$ cat config.mk
export PLATFORM = sky130hd
export DESIGN_NAME = reg_bank_store
export DESIGN_NICKNAME = d
export VERILOG_FILES = /design/src/rtl/reg_bank_store.sv
export SDC_FILE = /design/constraint.sdc
export NUM_CORES = 1
export LEC_CHECK = 0
export ABC_AREA = 1
export ABC_CLOCK_PERIOD_IN_PS = 2200
export BUFFER_PORTS_ARGS = -buffer_cell sky130_fd_sc_hd__buf_2
export CORE_ASPECT_RATIO = 1.4
export CORE_MARGIN = 2
export CORE_UTILIZATION = 48
export DETAILED_ROUTE_END_ITERATION = 10
export GPL_TIMING_DRIVEN = 0
export PLACE_DENSITY = 0.76
export RECOVER_POWER = 100
export SLEW_MARGIN = 0
export SYNTH_ARGS = -nofsm -noshare
export SYNTH_HDL_FRONTEND = slang
export SYNTH_SLANG_ARGS = --single-unit
export TNS_END_PERCENT = 30
$ cat constraint.sdc
create_clock -name clk -period 2.2 [get_ports clk]
set_input_delay 0.22 -clock clk [delete_from_list [all_inputs] [get_ports clk]]
set_output_delay 0.22 -clock clk [all_outputs]
set_load 0.1 [all_outputs]
$ cat src/rtl/reg_bank_store.sv
// Register storage for the implemented RISC-V subset x0, x9, x18..x27 with one synchronous write port.
// Optional illegal-write monitor (illegal_wr / illegal_cnt) enabled by defining REGBANK_ILLEGAL_WR_EN.
module reg_bank_store #(
   parameter int unsigned          DATA_W      = 32,
   parameter logic [DATA_W-1:0]    RESET_VALUE = '0
) (
   input  logic              clk,
   input  logic              rst,
   input  logic              regwrite,
   input  logic [4:0]        writereg,
   input  logic [DATA_W-1:0] writedata,
   output logic [DATA_W-1:0] out0,
   output logic [DATA_W-1:0] out9,
   output logic [DATA_W-1:0] out18,
   output logic [DATA_W-1:0] out19,
   output logic [DATA_W-1:0] out20,
   output logic [DATA_W-1:0] out21,
   output logic [DATA_W-1:0] out22,
   output logic [DATA_W-1:0] out23,
   output logic [DATA_W-1:0] out24,
   output logic [DATA_W-1:0] out25,
   output logic [DATA_W-1:0] out26,
`ifdef REGBANK_ILLEGAL_WR_EN
   output logic [DATA_W-1:0] out27,
   output logic              illegal_wr,
   output logic [7:0]        illegal_cnt
`else
   output logic [DATA_W-1:0] out27
`endif
);

   logic [DATA_W-1:0] r_x9;
   logic [DATA_W-1:0] r_x [18:27];

   // Write is gated by regwrite first so X on writereg/writedata cannot reach state.
   always_ff @(posedge clk) begin
      if (rst) begin
         r_x9 <= RESET_VALUE;
         for (int unsigned i = 18; i <= 27; i++) begin
            r_x[i] <= RESET_VALUE;
         end
      end else if (regwrite) begin
         if (writereg == 5'd9) begin
            r_x9 <= writedata;
         end
         for (int unsigned i = 18; i <= 27; i++) begin
            if (writereg == 5'(i)) begin
               r_x[i] <= writedata;
            end
         end
      end
   end

   assign out0  = '0;
   assign out9  = r_x9;
   assign out18 = r_x[18];
   assign out19 = r_x[19];
   assign out20 = r_x[20];
   assign out21 = r_x[21];
   assign out22 = r_x[22];
   assign out23 = r_x[23];
   assign out24 = r_x[24];
   assign out25 = r_x[25];
   assign out26 = r_x[26];
   assign out27 = r_x[27];

`ifdef REGBANK_ILLEGAL_WR_EN
   logic       w_legal;
   logic       r_illegal_wr;
   logic [7:0] r_illegal_cnt;

   assign w_legal = (writereg == 5'd0) || (writereg == 5'd9) ||
                    ((writereg >= 5'd18) && (writereg <= 5'd27));

   always_ff @(posedge clk) begin
      if (rst) begin
         r_illegal_wr  <= 1'b0;
         r_illegal_cnt <= '0;
      end else if (regwrite && !w_legal) begin
         r_illegal_wr <= 1'b1;
         if (r_illegal_cnt != 8'hFF) begin
            r_illegal_cnt <= r_illegal_cnt + 8'd1;
         end
      end
   end

   assign illegal_wr  = r_illegal_wr;
   assign illegal_cnt = r_illegal_cnt;
`endif

endmodule

Word level (Yosys, flattened, before mapping)

Memory sizes are Yosys's and may differ from the RTL's.
Cells that the tools add are included.

Reduce and logical (&&, ||, !) cells: 1
Bitwise gates (word level): 10
Muxes and demuxes: 52
Equal/unequal tests: 11

Operators by type and width:

| kind                                                                   | count |
|---|---|
| 32-bit two-way mux                                                     | 10 |
| 5-bit equality test (second input constant)                            | 10 |
| 1-bit two-way mux                                                      | 42 |
| 1-bit bitwise OR                                                       | 10 |
| 5-bit by 4-bit equality test with 1-bit output (second input constant) | 1 |
| 2-bit AND reduction                                                    | 1 |

Output and inout port bits: 384
Word-level logic and storage cells: 76
Bits in registers: 32
Memories kept: 1
RAM bits: 320

Memory list:

| memory | depth | bits a word | rd ports | clocked after memory_dff | write ports | line | source |
|---|---|---|---|---|---|---|---|
| r_x    | 10    | 32          | 10       | 0                        | 10          | 33   | `logic [DATA_W-1:0] r_x [18:27];` |

Longest topological paths before layout

Gate-level depths: netlist of run 1.

Depth after elaboration: 6
Depth in mapped cells: 7
Depth with buffers taken out: 6

Least setup slack after synthesis of run 1

Ideal clock, no wire load.

Path kind: input to register
Start point: input rst
End point: register r_x[1][100] (netlist name)
Data arrival time: 1.524 ns
Setup time: 0.478 ns
Required time: 1.722 ns
Setup slack: 0.198 ns
Stages on the path: 4
Path through: inv_1 -> clkbuf_1 -> clkbuf_1 -> nand2_1

RTL lines:

| item        | line | source |
|---|---|---|
| from (decl) | 8    | `input logic rst,` |

==> flow_summary.json, run 1 <==
{
  "outcome": "complete, no violations",
  "utilization_pct": 62.47,
  "use_met2_pct": 47.31,
  "crit_path_top_delay_cell": "nand2_2",
  "syn_avg_cell_area_um2": 12.96,
  "slowest_delay_ps": 730,
  "die_area_um2": 28160,
  "power_density_nw_per_um2": 1010,
  "min_from": "writedata[7]",
  "final_antenna_net_count": 0,
  "path_cells": "buf_2 -> inv_1 -> clkbuf_1 -> clkbuf_1 -> nand2_2",
  "placed_area_um2": 15400,
  "drive_gt1_share_pct": 31.47,
  "rr_startpoint": "out9[0]",
  "grt_overflow": 0,
  "cts_tree": "done",
  "post_cts_buffers": 0,
  "yosys-top-cells-area": "edfxtp_1 75%, nor2_1 11%, dfxtp_1 5.0%",
  "drv_cap": 0,
  "wire_per_inst_um": 21.04,
  "synth-seq-cells": 352,
  "syn_inst": 993,
  "r2r_end": "out9[0]",
  "startpoint_type": "primary input",
  "clockRootBuffer": "clkbuf_16",
  "finalSetupViolCount": 0,
  "clkSinkCount": 352,
  "io_pins": 424,
  "drtIter0Drc": 754,
  "grt-busiest-layer": "met2",
  "fp.dieH_um": 197.8,
  "grtUsageMet3_pct": 5.296,
  "firstDrtPassIters": 5,
  "path_common_cell": "clkbuf_1",
  "p_leak_nw": 7.007,
  "crit_type": "primary input to register",
  "cts.htree.levels": 1,
  "crit_family": "buffers and inverters",
  "crit_fanout": 32,
  "cts_buffer_depth": 3,
  "cts-resized-gates": 0,
  "placementRows": 70,
  "first_global_vias": 8953,
  "hold_class": "primary input to register",
  "place_hpwl_um": 27000,
  "rsz0062_at_grt": "true",
  "routed-via-count": 9222,
  "fmax_mhz": 470.6,
  "via_per_inst": 5.081,
  "hold_path_end": "out9[7]",
  "initial_utilization_pct": 48.99,
  "report.final.hold_viol_count": 0,
  "grt_start_max_net_pins": 33,
  "fin_nets": 1502,
  "min_period_ps": 2125,
  "r2r_cells": 2,
  "cts_inserted_buffers": 31,
  "finalCritPeriodShare_pct": 96.59,
  "core_region_area_um2": 26280,
  "grt_pass1_wl_um": 53720,
  "antenna_found_initial": 3,
  "die_w_um": 142.4,
  "path_buf_inv": 4,
  "ys_warn_count": 0,
  "synth_top_cell_area_share_pct": 74.66,
  "fin_area_um2": 16410,
  "io_buffers": 391,
  "use_met1_pct": 29.85,
  "clk_latency_ps": 560,
  "worst_setup_path_end_kind": "register",
  "vdd_ir_drop_max_mv": 0.8903,
  "place_congestion": 0.8315,
  "syn_to_final_growth_pct": 27.53,
  "yosys.area.top_type": "edfxtp_1",
  "drc_errors": 0,
  "fin_worst_skew_ps": 0,
  "worst_slew_pin_slew_ps": 1176,
  "cp.required_ps": 2270,
  "fin_hold_ws_ps": 16.15,
  "relSlewSlack_pct": 21.89,
  "power_mw": 16.58,
  "finalMaxSlewViolations": 0,
  "min_path_cells": 5,
  "r2r_slack_ps": 1540,
  "yosysUniqueCellTypes": 15,
  "yosysSeqAreaShare_pct": 79.63,
  "clk_pin_slew_ps": 70,
  "mappedNetlistArea_um2": 12870,
  "gr-usage-all-layers_pct": 26.24,
  "wl_um": 38190,
  "n_fill_cell": 2042,
  "cp_data_arrival_time_ps": 2200
}
[power by group]
group / switching (mW) / internal, mW / leakage (nW)
Clock: 2.39 / 2.70 / 0.459
Combinational: 3.41 / 0.335 / 3.24
Sequential: 0.119 / 7.63 / 3.31
[cell families after synthesis]
family	count (synthesis)	synth area share, %
other	1	0.02914
flip-flops	352	79.63
AND/OR/NAND/NOR	493	14.97
buffers and inverters	147	5.366
[worst max-delay path by stage]
stage | cells after the start | startpoint | to | slack, ps
floorplan | 4 | rst | r_x[1][100] | 200
global placement | 5 | rst | r_x[1][133] | -690
detailed placement | 5 | rst | r_x[1][130] | -430
CTS | 5 | rst | r_x[1][153] | 140
global route | 5 | rst | r_x[1][208] | -40
finish | 5 | rst | r_x[1][142] | 70
[sequential cells by signal (all words and copies together) (netlist names)]
register  flops
out9         32
r_x         320
[worst min-delay path: stages]
cell	delay (ps)
buf_2	80
inv_1	50
nand3_1	70
nand2_1	50
nor2_1	80
[metrics by stage]
| stage | instances | setup TNS, ps | setup slack [ps] |
|---|---|---|---|
| final | 1815 | 0 | 74.93 |
| after global routing | 1813 | -1453 | -35.03 |
| after CTS | 1811 | 0 | 144.5 |
| after detailed placement | 1740 | -114430 | -434.4 |
| after global placement | 1739 | -184090 | -693.2 |
| after floorplan | 1024 | 0 | 197.9 |
[Yosys cell counts]
cell type	n
nor2_1	390
edfxtp_1	320
clkbuf_1	58
nand2_1	55
nand3_1	43
inv_1	38
buf_4	32
dfxtp_1	32
buf_2	15
buf_1	3
nand4_1	2
nor2_2	2
conb_1	1
inv_2	1
nor3_4	1
[area by class of cell]
cell class	instances	area [um^2]	area share (%)
Sequential cell	352	10250	62.44
Timing Repair Buffer	405	2081	12.68
Multi-Input combinational cell	525	2064	12.58
Clock buffer	36	794.5	4.840
Buffer	108	525.5	3.201
Tap cell	324	405.4	2.470
Inverter	39	146.4	0.8918
Clock inverter	22	137.6	0.8385
Antenna cell	4	10.01	0.06098
[placed cells by master, fill, tap and decap left out]
master	n
nor2_1	392
clkbuf_2	345
edfxtp_1	320
clkbuf_1	87
nand2_1	46
nand3_1	43
inv_1	38
buf_2	35
buf_4	33
conb_1	32
dfxtp_1	32
clkbuf_16	31
dlygate4sd3_1	13
clkinv_1	9
nand2_2	9
clkinv_2	9
buf_1	5
diode_2	4
nand4_1	2
clkinvlp_4	2
nor3_4	1
inv_6	1
bufinv_16	1
clkinv_4	1
[routing by layer]
layer  vias to the layer above  part of all wire, %  wire length (um)
met2                       555                   53             20060
met1                      4408                   34             12960
li1                       4151                    -                 -
met5                         -                0.018                 7
met3                       106                  8.9              3389
met4                         2                  4.6              1770
[repair_timing]
item	CTS	global route
endpoints found under the setup margin	0	65
hold buffers	13	0
endpoints found under the hold margin	13	0
(Power assumes the default switching activity.)
==> run 2: changes to the inputs <==
Settings changed: BUFFER_PORTS_ARGS -buffer_cell sky130_fd_sc_hd__buf_2 to not set, DONT_BUFFER_PORTS set to 1, PLACE_DENSITY 0.76 to 0.62.
==> run 2 against run 1 <==
  * Fmax grew 1.1%
  * Combinational power shrank 80%
  * Non-clock buffer count is 373 lower
  * Clock power increased by 11%
  * First-iteration DRC count down 41%
  * Cell area decreased by 9.9%
  * Final cell count down 21%
==> flow_summary.json, run 2 (synthesis results as in run 1) <==
{
  "outcome": "complete, no violations",
  "finalCritPeriodShare_pct": 95.50,
  "cts_inserted_buffers": 31,
  "core_region_area_um2": 26280,
  "place_hpwl_um": 24400,
  "startpoint_type": "primary input",
  "gr-usage-all-layers_pct": 24.83,
  "cp_data_arrival_time_ps": 2180,
  "grt_overflow": 0,
  "via_per_inst": 5.299,
  "worst_slack_ps": 99.05,
  "r2r_end": "out9[21]",
  "hold_class": "primary input to register",
  "fin_cells": 1437,
  "cts.htree.levels": 1,
  "grt_start_max_net_pins": 33,
  "largest_reg_flops": 320,
  "syn_to_final_growth_pct": 14.85,
  "r2r_cells": 2,
  "drive_gt1_share_pct": 8.625,
  "fin_hold_ws_ps": 21.89,
  "clk_pin_slew_ps": 70,
  "power_mw": 16.87,
  "placed_area_um2": 13420,
  "relSlewSlack_pct": 29.42,
  "clockRootBuffer": "clkbuf_16",
  "n_fill_cell": 2145,
  "placementRows": 70,
  "die_w_um": 142.4,
  "min_path_cells": 5,
  "cts_buffer_depth": 3,
  "fin_nets": 1129,
  "regArea_um2": 10250,
  "post-place-ws_ps": -414.4,
  "clkSinkCount": 352,
  "post_cts_buffers": 0,
  "first_global_vias": 7450,
  "grt_pass1_wl_um": 50130,
  "power_density_nw_per_um2": 1141,
  "regMostFlops": "r_x",
  "endpoint": "r_x[1][74]",
  "min_period_ps": 2101,
  "wire_per_inst_um": 24.83,
  "cts_tree": "done",
  "drtIter0Drc": 447,
  "initial_utilization_pct": 48.99,
  "worst_slew_pin_slew_ps": 1057,
  "routed-via-count": 7614,
  "finalMaxSlewViolations": 0,
  "finalSetupViolCount": 0,
  "place_congestion": 0.8275,
  "final_common_cell": "nor2_1",
  "firstDrtPassIters": 5,
  "crit_fanout": 32,
  "die_area_um2": 28160,
  "diodes": 0,
  "report.final.hold_viol_count": 0,
  "cp.required_ps": 2280,
  "p_leak_nw": 5.553,
  "vdd_ir_drop_max_mv": 0.7389,
  "fp.dieH_um": 197.8,
  "rr_startpoint": "out9[21]",
  "dp.cells": 1348,
  "fmax_mhz": 476.0,
  "final_cell_mix": "391 x nor2_1, 320 x edfxtp_1, 72 x clkbuf_1, 45 x nand2_1, 43 x nand3_1",
  "final_antenna_net_count": 0,
  "drv_cap": 0,
  "io_buffers": 0,
  "multi_input_area_um2": 2069,
  "fin_area_um2": 14780,
  "cp-startpoint": "rst",
  "clk_latency_ps": 560,
  "fin_worst_skew_ps": 0,
  "antenna_found_initial": 0,
  "worst_setup_path_end_kind": "register",
  "crit_type": "primary input to register",
  "r2r_slack_ps": 880,
  "io_pins": 424,
  "drc_errors": 0,
  "wl_um": 35680,
  "rsz0062_at_grt": "true"
}
==> run 2: cell count changes in the layout (fill, tap and decap cells not counted), moves of 4 or more <==
cell	previous run	this run
clkbuf_1	87	72
dlygate4sd3_1	13	32
buf_2	35	3
clkbuf_2	345	0
clkinv_2	9	5
diode_2	4	0
bufinv_16	1	5
==> run 2: per-layer routing <==
layer	vias to the layer above	wire length [um]	track usage, %	part of all wire, %
met3	98	3509	7.739	9.8
li1	3399	-	-	-
met5	-	0	0	0
met1	3663	12260	28.01	34
met4	0	1807	11.88	5.1
met2	454	18100	42.82	51
==> run 2: how the worst min path moves through the flow <==
stage | startpoint | slack (ps) | to
final | writereg[4] | 20 | out9[0]
after detailed placement | writedata[31] | 470 | out9[31]
after CTS | writereg[4] | 20 | out9[0]
after global routing | regwrite | 40 | out9[1]
after floorplan | writedata[0] | 450 | out9[0]
after global placement | writedata[26] | 470 | out9[26]
==> run 2: where the power goes <==
group | leakage [nW] | internal (mW) | switching [mW]
logic | 1.73 | 0.124 | 0.637
registers | 3.31 | 7.66 | 2.79
clock network | 0.515 | 3.26 | 2.40
total | 5.55 | 11.1 | 5.82
==> run 2: final cells by class <==
| type | count | share of cell area [%] |
|---|---|---|
| plain buffers | 108 | 3.580 |
| clock buffers | 36 | 5.578 |
| clock inverters | 21 | 1.608 |
| inverters | 39 | 0.9903 |
| multi-input cells | 525 | 14.00 |
| flip-flops and latches | 352 | 69.34 |
| well taps | 324 | 2.742 |
| repair buffers | 32 | 2.167 |
==> run 2: per-stage QoR <==
step / setup TNS (ps) / utilization, %
2_1_floorplan: 0 / -
3_3_place_gp: -198070 / 50.97
3_5_place_dp: -116100 / 51.07
4_1_cts: 0 / 56.33
5_1_grt: -1956 / 56.26
6_report: 0 / 56.26
==> run 2: critical path: stages <==
cell      delay, ps
inv_1           180
clkbuf_1        470
clkbuf_1        560
nand2_2         720
==> run 2: timing repair <==
item / 4_1_cts / 5_1_grt
endpoints found under the setup margin: 0 / 73
hold endpoints to repair: 32 / 0
hold buffers: 32 / 0
gates resized for setup: 0 / 0
